### src/rtl/axi_lite_pattern_master_if.sv
// AXI4-Lite bus bundle between the pattern master and the slave memory agent.
// Ports: AW/W/B/AR/R channel signals; master modport drives addresses, write data
// and response readies, slave modport drives readies, responses and read data.
interface axi_lite_pattern_master_if #(
  parameter int ADDR_W = 32,
  parameter int DATA_W = 32
) ();
  logic [ADDR_W-1:0]   awaddr;
  logic [2:0]          awprot;
  logic                awvalid;
  logic                awready;
  logic [DATA_W-1:0]   wdata;
  logic [DATA_W/8-1:0] wstrb;
  logic                wvalid;
  logic                wready;
  logic [1:0]          bresp;
  logic                bvalid;
  logic                bready;
  logic [ADDR_W-1:0]   araddr;
  logic [2:0]          arprot;
  logic                arvalid;
  logic                arready;
  logic [DATA_W-1:0]   rdata;
  logic [1:0]          rresp;
  logic                rvalid;
  logic                rready;

  modport master (
    output awaddr, awprot, awvalid, input awready,
    output wdata, wstrb, wvalid, input wready,
    input  bresp, bvalid, output bready,
    output araddr, arprot, arvalid, input arready,
    input  rdata, rresp, rvalid, output rready
  );

  modport slave (
    input  awaddr, awprot, awvalid, output awready,
    input  wdata, wstrb, wvalid, output wready,
    output bresp, bvalid, input bready,
    input  araddr, arprot, arvalid, output arready,
    output rdata, rresp, rvalid, input rready
  );
endinterface

### src/rtl/axi_lite_pattern_master.sv
// Purpose: AXI4-Lite traffic generator; writes N pattern words, reads them back, flags mismatches.
// Latency: 2 cycles per write and per read with a zero-wait slave; done flag 4N+1 cycles after start.
// Backpressure: every VALID/payload holds until its handshake; one transaction outstanding at a time.
// Ports: i_aclk/i_areset (sync, active-high), i_init_axi_txn (rising-edge start),
//        o_txn_done (level, until next start), o_error (sticky), m_axi (AXI4-Lite master modport).
module axi_lite_pattern_master #(
  parameter int                          C_M_AXI_ADDR_WIDTH         = 32,
  parameter int                          C_M_AXI_DATA_WIDTH         = 32,
  parameter logic [C_M_AXI_ADDR_WIDTH-1:0] C_M_TARGET_SLAVE_BASE_ADDR = 32'h4000_0000,
  parameter int                          C_M_TRANSACTIONS_NUM       = 4,
  parameter logic [31:0]                 C_DATA_SEED                = 32'hA5A5_0000
) (
  input  logic                      i_aclk,
  input  logic                      i_areset,
  input  logic                      i_init_axi_txn,
  output logic                      o_txn_done,
  output logic                      o_error,
  axi_lite_pattern_master_if.master m_axi
);

  localparam int BSHIFT = $clog2(C_M_AXI_DATA_WIDTH / 8);
  localparam int IDX_W  = (C_M_TRANSACTIONS_NUM > 1) ? $clog2(C_M_TRANSACTIONS_NUM) : 1;
  localparam logic [IDX_W-1:0] LAST_IDX = IDX_W'(C_M_TRANSACTIONS_NUM - 1);

  typedef enum logic [2:0] {
    S_IDLE, S_WR_ADDR, S_WR_RESP, S_RD_ADDR, S_RD_DATA, S_DONE
  } state_t;

  state_t                        r_state;
  state_t                        w_state_nxt;
  logic [IDX_W-1:0]              r_idx;
  logic                          r_aw_done;
  logic                          r_w_done;
  logic                          r_init_q;
  logic                          r_txn_done;
  logic                          r_error;

  logic                          w_start_ok;
  logic                          w_in_wr_addr;
  logic                          w_aw_hs;
  logic                          w_w_hs;
  logic                          w_wr_adv;
  logic                          w_b_hs;
  logic                          w_ar_hs;
  logic                          w_r_hs;
  logic                          w_last;
  logic                          w_rd_bad;
  logic [C_M_AXI_ADDR_WIDTH-1:0] w_addr;
  logic [C_M_AXI_DATA_WIDTH-1:0] w_pat;
  logic                          w_unused_ok;

  // Start is a rising edge of the request, only honoured when no sequence is running.
  assign w_start_ok   = i_init_axi_txn & ~r_init_q & ((r_state == S_IDLE) | (r_state == S_DONE));
  assign w_in_wr_addr = (r_state == S_WR_ADDR);
  // Handshakes are derived from state/flags rather than the driven VALIDs to keep the comb path acyclic.
  assign w_aw_hs      = w_in_wr_addr & ~r_aw_done & m_axi.awready;
  assign w_w_hs       = w_in_wr_addr & ~r_w_done & m_axi.wready;
  assign w_wr_adv     = w_in_wr_addr & (r_aw_done | w_aw_hs) & (r_w_done | w_w_hs);
  assign w_b_hs       = (r_state == S_WR_RESP) & m_axi.bvalid;
  assign w_ar_hs      = (r_state == S_RD_ADDR) & m_axi.arready;
  assign w_r_hs       = (r_state == S_RD_DATA) & m_axi.rvalid;
  assign w_last       = (r_idx == LAST_IDX);

  // Word i lives at base + i*bytes_per_word; the add wraps at the address width.
  assign w_addr   = C_M_TARGET_SLAVE_BASE_ADDR + (C_M_AXI_ADDR_WIDTH'(r_idx) << BSHIFT);
  assign w_pat    = C_M_AXI_DATA_WIDTH'(C_DATA_SEED + 32'(r_idx));
  assign w_rd_bad = (m_axi.rdata != w_pat) | m_axi.rresp[1];

  assign m_axi.awaddr = w_addr;
  assign m_axi.araddr = w_addr;
  assign m_axi.wdata  = w_pat;
  assign m_axi.awprot = 3'b000;
  assign m_axi.arprot = 3'b000;
  assign m_axi.wstrb  = '1;
  assign o_txn_done   = r_txn_done;
  assign o_error      = r_error;

  // Only the error bit of each response matters here.
  assign w_unused_ok = ^{m_axi.bresp[0], m_axi.rresp[0]};

  always_comb begin
    w_state_nxt   = r_state;
    m_axi.awvalid = 1'b0;
    m_axi.wvalid  = 1'b0;
    m_axi.bready  = 1'b0;
    m_axi.arvalid = 1'b0;
    m_axi.rready  = 1'b0;
    case (r_state)
      S_IDLE, S_DONE: begin
        if (w_start_ok) w_state_nxt = S_WR_ADDR;
      end
      S_WR_ADDR: begin
        // AW and W complete independently; each VALID drops once its own beat is taken.
        m_axi.awvalid = ~r_aw_done;
        m_axi.wvalid  = ~r_w_done;
        if (w_wr_adv) w_state_nxt = S_WR_RESP;
      end
      S_WR_RESP: begin
        m_axi.bready = 1'b1;
        if (w_b_hs) w_state_nxt = w_last ? S_RD_ADDR : S_WR_ADDR;
      end
      S_RD_ADDR: begin
        m_axi.arvalid = 1'b1;
        if (w_ar_hs) w_state_nxt = S_RD_DATA;
      end
      S_RD_DATA: begin
        m_axi.rready = 1'b1;
        if (w_r_hs) w_state_nxt = w_last ? S_DONE : S_RD_ADDR;
      end
      default: w_state_nxt = S_IDLE;
    endcase
  end

  always_ff @(posedge i_aclk) begin
    if (i_areset) begin
      r_state    <= S_IDLE;
      r_idx      <= '0;
      r_aw_done  <= 1'b0;
      r_w_done   <= 1'b0;
      r_init_q   <= 1'b0;
      r_txn_done <= 1'b0;
      r_error    <= 1'b0;
    end else begin
      r_state   <= w_state_nxt;
      r_init_q  <= i_init_axi_txn;
      r_aw_done <= w_in_wr_addr & ~w_wr_adv & (r_aw_done | w_aw_hs);
      r_w_done  <= w_in_wr_addr & ~w_wr_adv & (r_w_done | w_w_hs);
      if (w_start_ok) begin
        r_idx      <= '0;
        r_error    <= 1'b0;
        r_txn_done <= 1'b0;
      end else begin
        // Done is registered off the DONE state, so it rises one cycle after the last read.
        if (r_state == S_DONE) r_txn_done <= 1'b1;
        if (w_b_hs) begin
          if (m_axi.bresp[1]) r_error <= 1'b1;
          r_idx <= w_last ? '0 : r_idx + IDX_W'(1);
        end
        if (w_r_hs) begin
          if (w_rd_bad) r_error <= 1'b1;
          if (!w_last) r_idx <= r_idx + IDX_W'(1);
        end
      end
    end
  end

endmodule

### src/flat_wrapper.sv
// flat-port wrapper written by rule: the top's interface ports become plain ports
module axi_lite_pattern_master_flat 
#(
  parameter int                          C_M_AXI_ADDR_WIDTH         = 32,
  parameter int                          C_M_AXI_DATA_WIDTH         = 32,
  parameter logic [C_M_AXI_ADDR_WIDTH-1:0] C_M_TARGET_SLAVE_BASE_ADDR = 32'h4000_0000,
  parameter int                          C_M_TRANSACTIONS_NUM       = 4,
  parameter logic [31:0]                 C_DATA_SEED                = 32'hA5A5_0000
)
  (i_aclk, i_areset, i_init_axi_txn, o_txn_done, o_error, m_axi_awaddr, m_axi_awprot, m_axi_awvalid, m_axi_awready, m_axi_wdata, m_axi_wstrb, m_axi_wvalid, m_axi_wready, m_axi_bresp, m_axi_bvalid, m_axi_bready, m_axi_araddr, m_axi_arprot, m_axi_arvalid, m_axi_arready, m_axi_rdata, m_axi_rresp, m_axi_rvalid, m_axi_rready);
  axi_lite_pattern_master_if #(.ADDR_W(32), .DATA_W(32)) m_axi_i ();
  input  logic i_aclk;
  input  logic i_areset;
  input  logic i_init_axi_txn;
  output logic o_txn_done;
  output logic o_error;
  output wire logic [$bits(m_axi_i.awaddr)-1:0] m_axi_awaddr;
  output wire logic [$bits(m_axi_i.awprot)-1:0] m_axi_awprot;
  output wire logic [$bits(m_axi_i.awvalid)-1:0] m_axi_awvalid;
  input wire logic [$bits(m_axi_i.awready)-1:0] m_axi_awready;
  output wire logic [$bits(m_axi_i.wdata)-1:0] m_axi_wdata;
  output wire logic [$bits(m_axi_i.wstrb)-1:0] m_axi_wstrb;
  output wire logic [$bits(m_axi_i.wvalid)-1:0] m_axi_wvalid;
  input wire logic [$bits(m_axi_i.wready)-1:0] m_axi_wready;
  input wire logic [$bits(m_axi_i.bresp)-1:0] m_axi_bresp;
  input wire logic [$bits(m_axi_i.bvalid)-1:0] m_axi_bvalid;
  output wire logic [$bits(m_axi_i.bready)-1:0] m_axi_bready;
  output wire logic [$bits(m_axi_i.araddr)-1:0] m_axi_araddr;
  output wire logic [$bits(m_axi_i.arprot)-1:0] m_axi_arprot;
  output wire logic [$bits(m_axi_i.arvalid)-1:0] m_axi_arvalid;
  input wire logic [$bits(m_axi_i.arready)-1:0] m_axi_arready;
  input wire logic [$bits(m_axi_i.rdata)-1:0] m_axi_rdata;
  input wire logic [$bits(m_axi_i.rresp)-1:0] m_axi_rresp;
  input wire logic [$bits(m_axi_i.rvalid)-1:0] m_axi_rvalid;
  output wire logic [$bits(m_axi_i.rready)-1:0] m_axi_rready;
  assign m_axi_awaddr = m_axi_i.awaddr;
  assign m_axi_awprot = m_axi_i.awprot;
  assign m_axi_awvalid = m_axi_i.awvalid;
  assign m_axi_i.awready = m_axi_awready;
  assign m_axi_wdata = m_axi_i.wdata;
  assign m_axi_wstrb = m_axi_i.wstrb;
  assign m_axi_wvalid = m_axi_i.wvalid;
  assign m_axi_i.wready = m_axi_wready;
  assign m_axi_i.bresp = m_axi_bresp;
  assign m_axi_i.bvalid = m_axi_bvalid;
  assign m_axi_bready = m_axi_i.bready;
  assign m_axi_araddr = m_axi_i.araddr;
  assign m_axi_arprot = m_axi_i.arprot;
  assign m_axi_arvalid = m_axi_i.arvalid;
  assign m_axi_i.arready = m_axi_arready;
  assign m_axi_i.rdata = m_axi_rdata;
  assign m_axi_i.rresp = m_axi_rresp;
  assign m_axi_i.rvalid = m_axi_rvalid;
  assign m_axi_rready = m_axi_i.rready;
  axi_lite_pattern_master #(.C_M_AXI_ADDR_WIDTH(C_M_AXI_ADDR_WIDTH), .C_M_AXI_DATA_WIDTH(C_M_AXI_DATA_WIDTH), .C_M_TARGET_SLAVE_BASE_ADDR(C_M_TARGET_SLAVE_BASE_ADDR), .C_M_TRANSACTIONS_NUM(C_M_TRANSACTIONS_NUM), .C_DATA_SEED(C_DATA_SEED)) u_core (.i_aclk(i_aclk), .i_areset(i_areset), .i_init_axi_txn(i_init_axi_txn), .o_txn_done(o_txn_done), .o_error(o_error), .m_axi(m_axi_i));
endmodule
### config.mk
export PLATFORM = sky130hd
export DESIGN_NAME = axi_lite_pattern_master_flat
export DESIGN_NICKNAME = d
export VERILOG_FILES = /design/src/rtl/axi_lite_pattern_master_if.sv /design/src/rtl/axi_lite_pattern_master.sv /design/src/flat_wrapper.sv
export SDC_FILE = /design/constraint.sdc
export NUM_CORES = 1
export LEC_CHECK = 0
export BUFFER_PORTS_ARGS = -buffer_cell sky130_fd_sc_hd__buf_2
export CORE_ASPECT_RATIO = 1.25
export CORE_UTILIZATION = 39
export CTS_BUF_LIST = sky130_fd_sc_hd__clkbuf_2
export CTS_CLUSTER_DIAMETER = 200
export DETAILED_ROUTE_END_ITERATION = 6
export HOLD_SLACK_MARGIN = 0.08
export PLACE_DENSITY_LB_ADDON = 0.15
export SYNTH_ARGS = -nofsm -noshare
export SYNTH_HDL_FRONTEND = slang
export SYNTH_SLANG_ARGS = --single-unit
### constraint.sdc
create_clock -name i_aclk -period 4.38 [get_ports i_aclk]
set_clock_uncertainty 0.2 [all_clocks]
set_input_delay 0.438 -clock i_aclk [delete_from_list [all_inputs] [get_ports i_aclk]]
set_output_delay 0.438 -clock i_aclk [all_outputs]
set_load 0.05 [all_outputs]
-- Word-level counts from Yosys, hierarchy flattened
Cells that the tools add are included.
- input bits: 44
- output and inout port bits: 113
- register bits: 10
- muxes and demuxes: 21
- add/sub/neg operators: 3
- reductions and logical operators: 4
- bitwise operators: 22
- equality and inequality tests: 12
- operator list (cell ; number):
    adder 31 x 4 -> 32 bit (first input constant) ; 1
    adder 32 x 2 -> 32 bit (first input constant) ; 1
    inequality test 32 bit ; 1
    2-to-1 mux 3 bit ; 6
    case mux 3 bit (5 select lines) ; 1
    AND 1 bit ; 14
    2-to-1 mux 2 bit ; 5
    2-to-1 mux 1 bit ; 9
    inequality test 2 x 1 -> 1 bit (second input constant) ; 4
    equality test 3 x 2 -> 1 bit (second input constant) ; 2
    equality test 3 bit (second input constant) ; 2
    AND reduction 5 bit ; 1
    inverter 1 bit ; 4
    bitwise OR 1 bit ; 4
    OR reduction 2 bit ; 2
    equality test 3 x 1 -> 1 bit (second input constant) ; 1
    logical NOT 3 bit ; 1
    adder 2 x 1 -> 2 bit (second input constant) ; 1
    equality test 2 bit (second input constant) ; 1
    inequality test 2 bit (second input constant) ; 1

-- Depth between registers and ports, before layout
Gate-level depths: netlist of the first run.
- word-level depth: 9
- gate-level depth with buffers: 5
- depth with buffers taken out: 5

-- Least setup slack after synthesis of the first run
No wires, ideal clock.
- kind: reg-to-output
- from: register u_core.r_state[2]
- to: output m_axi_awvalid
- cell stages (with the launch flop): 4
- setup slack: 2226 ps
- buffers on the path: 1
- required time: 3742 ps
- arrival time: 1516 ps
- cells stage by stage: dfxtp_1 -> buf_6 -> or3b_4 -> nor2_1
- cells in the longest elaborated chain, start to end: 2
- RTL lines (item ; RTL line ; source):
    start, declared ; axi_lite_pattern_master.sv:29 ; state_t r_state;
    start signal, assigned ; axi_lite_pattern_master.sv:124 ; r_state <= w_state_nxt;
    equality test 3 x 1 -> 1 bit ; axi_lite_pattern_master.sv:88 ; case (r_state)
    2-to-1 mux 1 bit ; axi_lite_pattern_master.sv:88 ;
    end, declared ; flat_wrapper.sv:19 ; output wire logic [$bits(m_axi_i.awvalid)-1:0] m_axi_awvalid;
No other way between the ends.

-- Worst setup path in the final report of the first run
- from: register u_core.r_state[0]
- to: output m_axi_awvalid
The elaborated chain is that of the path after synthesis.

==> results of run 1 <==
report_power, final:
group,internal (mW),leakage [nW],switching (mW)
sequential,0.0942,0.0812,0.00787
combinational,0.0299,0.706,0.222
clock,0.0187,0.0125,0.0316
total,0.143,0.800,0.261
logic make-up (layout without fill, tap and decap cells):
kind of cell               Yosys count  in the layout  share of synthesized area
buffers and inverters              111             61                      0.558
and+or+nand+nor                     39             39                      0.184
AOI/OAI and AO/OA                   15             15                     0.0750
DFF                                 10             10                      0.136
xor gates and xnor gates             3              3                     0.0179
other                                2            100                    0.00512
muxes                                2              2                     0.0145
adders and majority gates            1              1                    0.00852
cell usage after synthesis (all sizes together) (3+ instances only):
master,instances
nor2,11
nor3,3
xnor2,3
o21ai,3
nor4,3
dfxtp,10
inv,4
nor4b,5
buf,107
nor4bb,3
worst paths after layout:
check                                                     from                        endpoint  slack (ns)  depth (start not counted)
worst min register to register  u_core.o_txn_done$_SDFFE_PP0N_  u_core.o_txn_done$_SDFFE_PP0N_        0.28                          2
worst max register to register  u_core.r_state[2]$_SDFFE_PP0P_  u_core.r_state[0]$_SDFFE_PP0P_        2.58                          4
worst min-delay path                            i_init_axi_txn      u_core.r_init_q$_SDFF_PP0_        0.20                          2
worst max-delay path            u_core.r_state[0]$_SDFFE_PP0P_                   m_axi_awvalid        2.02                          3
state kept, by name, indices dropped and copies added, names as in the netlist:
signal / count
u_core.o_error: 1
u_core.o_txn_done: 1
u_core.r_aw_done: 1
u_core.r_idx: 2
u_core.r_init_q: 1
u_core.r_state: 3
u_core.r_w_done: 1
metal layers:
metal / GRT usage / vias up
met2: 0.201 / 88
li1: - / 503
met4: 0.0732 / 0
met1: 0.107 / 450
met5: 0 / -
met3: 0.0110 / 4
final cells by class:
type,count,area (um^2)
clock buffer,3,15.0
timing repair buffer,54,270
fill,378,2180
tap,39,48.8
sequential,10,200
multi-input combinational,160,816
inverter,4,15.0
==> impl_metrics.json, run 1 <==
{
  "outcome": "finished with violations",
  "violations": "DRC",
  "power.total_mw": 0.404,
  "gp_congestion": 0.665,
  "cts_made_buffers": 3,
  "end_kind": "output pin",
  "maxCapViolCount": 0,
  "cp_max_fo": 15,
  "path_delay_family": "flip-flops",
  "rsz0062_at_grt": "no",
  "cp_num_buf_inv": 1,
  "place_inst": 267,
  "nets": 278,
  "ctsResizeCount": 0,
  "hold_viol_final": 0,
  "cts_tree": "built",
  "dr.pass1.iters": 7,
  "irDropWorstVdd_v": 0.000140,
  "start_kind": "flip-flop",
  "path_class": "reg2out",
  "ys_types": 38,
  "final-setup-viol-count": 0,
  "portBuffers": 54,
  "hold_class": "in2reg",
  "seq_area_frac_synth": 0.136,
  "fmax_mhz": 423,
  "fp.dieW_um": 56.9,
  "finalMaxSlewViolations": 0,
  "dp_hpwl_mm": 1.94,
  "synth-seq-cells": 10,
  "layout_commonest_cell": "conb_1",
  "syn-cell-area_um2": 1470,
  "postCtsSetupRepairBufs": 0,
  "drc": 15,
  "overflow": 0,
  "post-place-ws_ns": 2.29,
  "async_flop_share": 0,
  "utilization": 0.385,
  "syn-mean-instance-area_um2": 8.02,
  "postCtsHoldBufs": 0,
  "rows": 24,
  "drt-met1-wl_um": 704,
  "worstPathArrival_ns": 1.73,
  "wl_met2_mm": 1.18,
  "drtIter0Drc": 22,
  "fin_tns_setup_ns": 0,
  "clk_latency_ns": 0.26,
  "worstPathCellList": "or3b_4 -> nor2_1 -> buf_2",
  "cts_max_path_buffers": 2,
  "initial_core_util": 0.414,
  "layout-drive-gt1-share": 0.277,
  "root_buffer": "clkbuf_2",
  "cts.sink_count": 10,
  "leakage_nw": 0.800,
  "h-tree-depth": 1,
  "p_per_area_nw_per_um2": 296,
  "vias": 1045,
  "synth_warnings": 0,
  "fin_area_um2": 1370,
  "antenna_left": 0,
  "pin_count": 157,
  "holdWs_ns": 0.204,
  "final_cell_mix": "100 x conb_1, 54 x buf_2, 11 x nor2_1, 10 x dfxtp_1, 4 x inv_1",
  "synth_largest_area_cell": "buf_4",
  "clkTransAtPathRegs_ns": 0.09,
  "synth-edff-count": 0,
  "area_growth_pct": -6.99,
  "top_layer_used": "met4",
  "worst_path_max_delay_cell": "dfxtp_1",
  "yosys-top-cells-area": "buf_4 54%, dfxtp_1 14%, nor2_1 2.8%",
  "layout_min_cycle_time_ns": 2.36,
  "period_share": 0.540,
  "die_area_um2": 4010,
  "synth_top_area_frac": 0.537,
  "netlist_instances": 183,
  "coreArea_um2": 3540,
  "grt_pass1_vias": 792,
  "ys.flop_type": "dfxtp_1",
  "stdcell_count": 270,
  "dpl_cell_area_um2": 1350,
  "wl_per_cell_um": 8.10,
  "wl_met3_um": 247,
  "fp.dieH_um": 70.6,
  "wirelength_mm": 2.19,
  "critical_path.max_stage_delay_ns": 0.63,
  "viasPerCell": 3.87,
  "worst_ep_required_time_ns": 3.74,
  "grt_max_degree": 16,
  "antenna_found_initial": 0,
  "grt_pass1_wl_mm": 3.31,
  "track_usage": 0.106,
  "n_antenna_cell": 0,
  "fin_ws_ns": 2.02
}
(Power assumes the default switching activity.)
==> run 2, diff against run 1 <==
--- a/config.mk
+++ b/config.mk
@@ -7,7 +7,7 @@
 export LEC_CHECK = 0
 export BUFFER_PORTS_ARGS = -buffer_cell sky130_fd_sc_hd__buf_2
 export CORE_ASPECT_RATIO = 1.25
-export CORE_UTILIZATION = 39
+export CORE_UTILIZATION = 33
 export CTS_BUF_LIST = sky130_fd_sc_hd__clkbuf_2
 export CTS_CLUSTER_DIAMETER = 200
 export DETAILED_ROUTE_END_ITERATION = 6
==> constraint.sdc (replaced) <==
create_clock -name i_aclk -period 2.1 [get_ports i_aclk]
set_clock_uncertainty 0.2 [all_clocks]
set_input_delay 0.21 -clock i_aclk [delete_from_list [all_inputs] [get_ports i_aclk]]
set_output_delay 0.21 -clock i_aclk [all_outputs]
set_load 0.05 [all_outputs]
==> run 2 against run 1 <==
Net effect: the run now ends clean; critical path depth unchanged; sequential cell count unchanged; combinational power increased by 110%; global-route usage decreased by 0.99 points; sequential share of layout area decreased by 0.73 points; via count increased by 1.5%; count of clock-buffer cells in the layout unchanged; setup slack got worse by 1.9 ns; final area increased by 5.9%.
==> impl_metrics.json, run 2 (synthesis gave the netlist of run 1 again) <==
{
  "fin_tns_setup_ns": 0,
  "leakage_nw": 0.827,
  "wl_per_cell_um": 8.25,
  "use_met2": 0.163,
  "top_register": "u_core.r_state",
  "use_met1": 0.111,
  "cts_tree": "built",
  "fin_area_um2": 1450,
  "initial_core_util": 0.352,
  "cts_made_buffers": 3,
  "fmax_mhz": 513,
  "die_area_um2": 4720,
  "max_slew_margin": 0.673,
  "coreArea_um2": 4160,
  "track_usage": 0.0964,
  "cp_num_buf_inv": 1,
  "pin_count": 157,
  "grt_max_degree": 14,
  "period_share": 0.929,
  "grt_pass1_wl_mm": 3.35,
  "path_class": "reg2out",
  "drc": 0,
  "final_cell_mix": "100 x conb_1, 54 x buf_2, 11 x nor2_1, 9 x dfxtp_1, 5 x dlygate4sd3_1",
  "critical_path.max_stage_delay_ns": 0.48,
  "wirelength_mm": 2.42,
  "worst_slew_pin_slew_ns": 0.485,
  "area_growth_pct": -1.53,
  "cts_max_path_buffers": 2,
  "layout_min_cycle_time_ns": 1.95,
  "largest_reg_flops": 3,
  "fp.dieH_um": 76.6,
  "pwr-share-seq": 0.247,
  "dpl_cell_area_um2": 1380,
  "outcome": "finished, final reports clean",
  "cts.sink_count": 10,
  "root_buffer": "clkbuf_2",
  "grt_busiest_layer": "met2",
  "combinationalPowerShare": 0.636,
  "n_antenna_cell": 0,
  "antenna_found_initial": 0,
  "holdWs_ns": 0.0985,
  "maxCapViolCount": 0,
  "stdcell_count": 293,
  "cp_max_fo": 13,
  "portBuffers": 54,
  "reg.largest.list": "u_core.r_state x3, u_core.r_idx x2",
  "dr.pass1.iters": 4,
  "clkPwrFrac": 0.117,
  "p_per_area_nw_per_um2": 590,
  "vias": 1061,
  "layout_commonest_cell": "conb_1",
  "gp_congestion": 0.739,
  "post-place-ws_ns": 0.317,
  "worst_path_max_delay_cell": "or3b_4",
  "end_kind": "output pin",
  "grtUsageMet3": 0.00679,
  "irDropWorstVdd_v": 0.000312,
  "final-setup-viol-count": 0,
  "power.switching_mw": 0.544,
  "overflow": 0,
  "clk_latency_ns": 0.24,
  "multiInputGateArea_um2": 816,
  "path_delay_family": "simple AND/OR/NAND/NOR gates",
  "nFillCells": 460,
  "h-tree-depth": 1,
  "place_inst": 285,
  "ff_latch_area_um2": 201,
  "finalMaxSlewViolations": 0,
  "fp.dieW_um": 61.7,
  "internal_power_mw": 0.308,
  "dp_hpwl_mm": 2.13,
  "rows": 26,
  "worstPathCellList": "or3b_4 -> nor2_1 -> buf_2",
  "switching_share": 0.638,
  "hold_viol_final": 0,
  "clkTransAtPathRegs_ns": 0.09,
  "hold_class": "in2reg",
  "antenna_left": 0,
  "rsz0062_at_grt": "no",
  "fin_ws_ns": 0.150,
  "viasPerCell": 3.62,
  "layout-drive-gt1-share": 0.278,
  "worst_ep_required_time_ns": 1.69,
  "nets": 284,
  "drtIter0Drc": 21,
  "worstPathArrival_ns": 1.54,
  "grt_pass1_vias": 774,
  "start_kind": "flip-flop"
}
run 2: cell count changes in the layout (fill, tap and decap cells not counted), sizes merged:
cell,previous run,this run
buf,54,55
dlygate4sd3,0,5
run 2: worst register-to-register path, stage by stage (launching register included):
cell	delay, ns
dfxtp_1	0.59
and3b_1	0.26
a211oi_2	0.29
o21ai_1	0.10
a32o_1	0.26
run 2: routing by layer:
layer	up-vias	share of wire
met5	-	0
met4	0	0.016
met3	2	0.11
met2	95	0.52
met1	451	0.35
li1	513	-
run 2: power groups by stage:
| stage | sequential, mW | clock, mW | combinational [mW] |
|---|---|---|---|
| after floorplan | 0.208 | 0 | 0.626 |
| after global placement | 0.214 | 0 | 0.532 |
| after detailed placement | 0.214 | 0 | 0.532 |
| after CTS | 0.210 | 0.109 | 0.539 |
| after global routing | 0.213 | 0.115 | 0.569 |
| final | 0.210 | 0.100 | 0.541 |
run 2: what timing repair did:
action,in CTS,in global routing
setup buffers,0,0
hold buffers,5,0
endpoints found under the hold margin,5,0
resized for setup,0,1
endpoints found under the setup margin,0,2
run 2: worst paths after layout:
kind	startpoint	endpoint	slack [ns]	cells past startpoint
max	u_core.r_state[2]$_SDFFE_PP0P_	m_axi_wvalid	0.15	3
min	m_axi_awready	u_core.r_w_done$_SDFF_PP0_	0.1	3
min reg2reg	u_core.o_txn_done$_SDFFE_PP0N_	u_core.o_txn_done$_SDFFE_PP0N_	0.29	2
max reg2reg	u_core.r_state[2]$_SDFFE_PP0P_	u_core.r_state[0]$_SDFFE_PP0P_	0.30	4
run 2: final cells by class:
type,count,share of cell area
multi-input cells,160,0.565
inverters,4,0.0104
flip-flops and latches,10,0.139
repair buffers,60,0.227
clock buffers,3,0.0104
well taps,56,0.0485
run 2: through the flow:
| step | utilization | total power, mW |
|---|---|---|
| floorplan | - | 0.834 |
| global placement | 0.331 | 0.747 |
| detailed placement | 0.331 | 0.746 |
| CTS | 0.347 | 0.858 |
| global route | 0.347 | 0.896 |
| finish | 0.347 | 0.852 |
==> run 3, diff against run 2 <==
--- a/config.mk
+++ b/config.mk
@@ -7,9 +7,10 @@
 export LEC_CHECK = 0
 export BUFFER_PORTS_ARGS = -buffer_cell sky130_fd_sc_hd__buf_2
 export CORE_ASPECT_RATIO = 1.25
-export CORE_UTILIZATION = 33
+export CORE_UTILIZATION = 36
 export CTS_BUF_LIST = sky130_fd_sc_hd__clkbuf_2
 export CTS_CLUSTER_DIAMETER = 200
+export CTS_CLUSTER_SIZE = 24
 export DETAILED_ROUTE_END_ITERATION = 6
 export HOLD_SLACK_MARGIN = 0.08
 export PLACE_DENSITY_LB_ADDON = 0.15
==> constraint.sdc (replaced) <==
create_clock -name i_aclk -period 1.8 [get_ports i_aclk]
set_clock_uncertainty 0.2 [all_clocks]
set_input_delay 0.18 -clock i_aclk [delete_from_list [all_inputs] [get_ports i_aclk]]
set_output_delay 0.18 -clock i_aclk [all_outputs]
set_load 0.05 [all_outputs]
==> run 3 against run 2 <==
Net effect: critical path depth stayed put; hold slack better by 0.0088 ns; cell count is 1.7% higher; first-iteration DRC count is 29% lower; die area is 8.1% lower; non-clock buffer count is 6 higher; utilization is 4.8 points higher; count of clock-buffer cells in the layout stayed put; critical endpoint is now m_axi_awvalid; largest cell class unchanged.
==> impl_metrics.json, run 3 (synthesis gave the netlist of run 1 again) <==
{
  "outcome": "finished, final reports clean",
  "pwr-share-seq": 0.236,
  "die_area_um2": 4340,
  "cts_max_path_buffers": 2,
  "path_class": "reg2out",
  "grt_pass1_wl_mm": 3.24,
  "nFillCells": 438,
  "h-tree-depth": 1,
  "antenna_left": 0,
  "vias": 1074,
  "ff_latch_area_um2": 206,
  "maxCapViolCount": 0,
  "critical_path.max_stage_delay_ns": 0.43,
  "worstPathArrival_ns": 1.35,
  "fin_tns_setup_ns": 0,
  "fp.dieW_um": 59.1,
  "fp.dieH_um": 73.4,
  "multiInputGateArea_um2": 823,
  "rsz0062_at_grt": "yes",
  "clkTransAtPathRegs_ns": 0.11,
  "antenna_found_initial": 0,
  "cts_made_buffers": 3,
  "track_usage": 0.0970,
  "end_kind": "output pin",
  "start_kind": "flip-flop",
  "cts_tree": "built",
  "grt_max_degree": 10,
  "nets": 290,
  "fmax_mhz": 579,
  "wirelength_mm": 2.44,
  "worst_path_max_delay_cell": "or3b_4",
  "p_per_area_nw_per_um2": 678,
  "dpl_cell_area_um2": 1410,
  "initial_core_util": 0.381,
  "top_register": "u_core.r_state",
  "dp_hpwl_mm": 2.16,
  "worst_ep_required_time_ns": 1.42,
  "coreArea_um2": 3850,
  "power.switching_mw": 0.646,
  "hold_class": "in2reg",
  "cp_max_fo": 8,
  "largest_reg_flops": 3,
  "clkPwrFrac": 0.123,
  "fin_area_um2": 1520,
  "finalMaxSlewViolations": 0,
  "hold_viol_final": 0,
  "portBuffers": 54,
  "grt_pass1_vias": 799,
  "combinationalPowerShare": 0.641,
  "period_share": 0.960,
  "reg.largest.list": "u_core.r_state x3, u_core.r_idx x2",
  "internal_power_mw": 0.383,
  "layout_commonest_cell": "conb_1",
  "root_buffer": "clkbuf_2",
  "area_growth_pct": 3.50,
  "drc": 0,
  "switching_share": 0.628,
  "layout_min_cycle_time_ns": 1.73,
  "viasPerCell": 3.60,
  "leakage_nw": 0.863,
  "worstPathCellList": "or3b_4 -> nor2_2 -> buf_6",
  "dr.pass1.iters": 4,
  "overflow": 0,
  "pin_count": 157,
  "clk_latency_ns": 0.26,
  "final_cell_mix": "100 x conb_1, 52 x buf_2, 9 x nor2_1, 7 x dfxtp_1",
  "n_antenna_cell": 0,
  "rows": 25,
  "final-setup-viol-count": 0,
  "drtIter0Drc": 15,
  "wl_per_cell_um": 8.18,
  "irDropWorstVdd_v": 0.000360,
  "cts.sink_count": 10,
  "power.total_mw": 1.03,
  "gp_congestion": 0.752,
  "layout-drive-gt1-share": 0.311,
  "post-place-ws_ns": 0.127,
  "fin_ws_ns": 0.0717
}
## run 3: changes by cell type in the layout (fill, tap and decap cells not counted), sizes merged
cell and change:
dlygate4sd3 +1, buf +5, clkinv +1
## run 3: area by class of cell
cell class | count | share of cell area
clock buffer | 3 | 0.00988
clock inverter | 1 | 0.00247
tap | 54 | 0.0445
sequential | 10 | 0.136
multi-input combinational | 160 | 0.542
inverter | 4 | 0.00988
timing repair buffer | 66 | 0.255
## run 3: critical path: cells and delay by family, from the launching register on
kind	cells	cell delay [ns]
buffers and inverters	1	0.16
DFF	1	0.40
and+or+nand+nor	2	0.54
## run 3: stage by stage
step,util,hold slack (ns),cells
after global placement,0.367,0.205,288
after CTS,0.392,0.105,298
after floorplan,-,0.0516,281
final,0.395,0.107,298
after global routing,0.395,0.143,298
after detailed placement,0.367,0.225,288
## run 3: final timing paths
| path | startpoint | end | slack [ns] | cells past startpoint |
|---|---|---|---|---|
| hold reg to reg | u_core.o_txn_done$_SDFFE_PP0N_ | u_core.o_txn_done$_SDFFE_PP0N_ | 0.30 | 2 |
| setup reg to reg | u_core.r_state[2]$_SDFFE_PP0P_ | u_core.r_state[0]$_SDFFE_PP0P_ | 0.18 | 5 |
| hold / removal | m_axi_rdata[19] | u_core.o_error$_SDFF_PP0_ | 0.11 | 5 |
| setup / recovery | u_core.r_state[0]$_SDFFE_PP0P_ | m_axi_awvalid | 0.07 | 3 |
## run 3: timing repair
item,in CTS,in global routing
hold buffers,6,0
resized for setup,6,5
hold endpoints to repair,5,0
endpoints found under the setup margin,2,3
buffers inserted,0,0
## run 3: power by group through the flow
stage	clock [mW]	sequential, mW	combinational [mW]
final	0.126	0.243	0.660
after global routing	0.143	0.246	0.691
after CTS	0.132	0.243	0.652
after detailed placement	0	0.246	0.634
after global placement	0	0.248	0.634
after floorplan	0	0.243	0.730
## run 3: metal layers
layer,GRT usage,routed length [um]
met1,0.120,909
met2,0.169,1230
met3,0.0299,300
met4,0.00794,0
met5,0,0
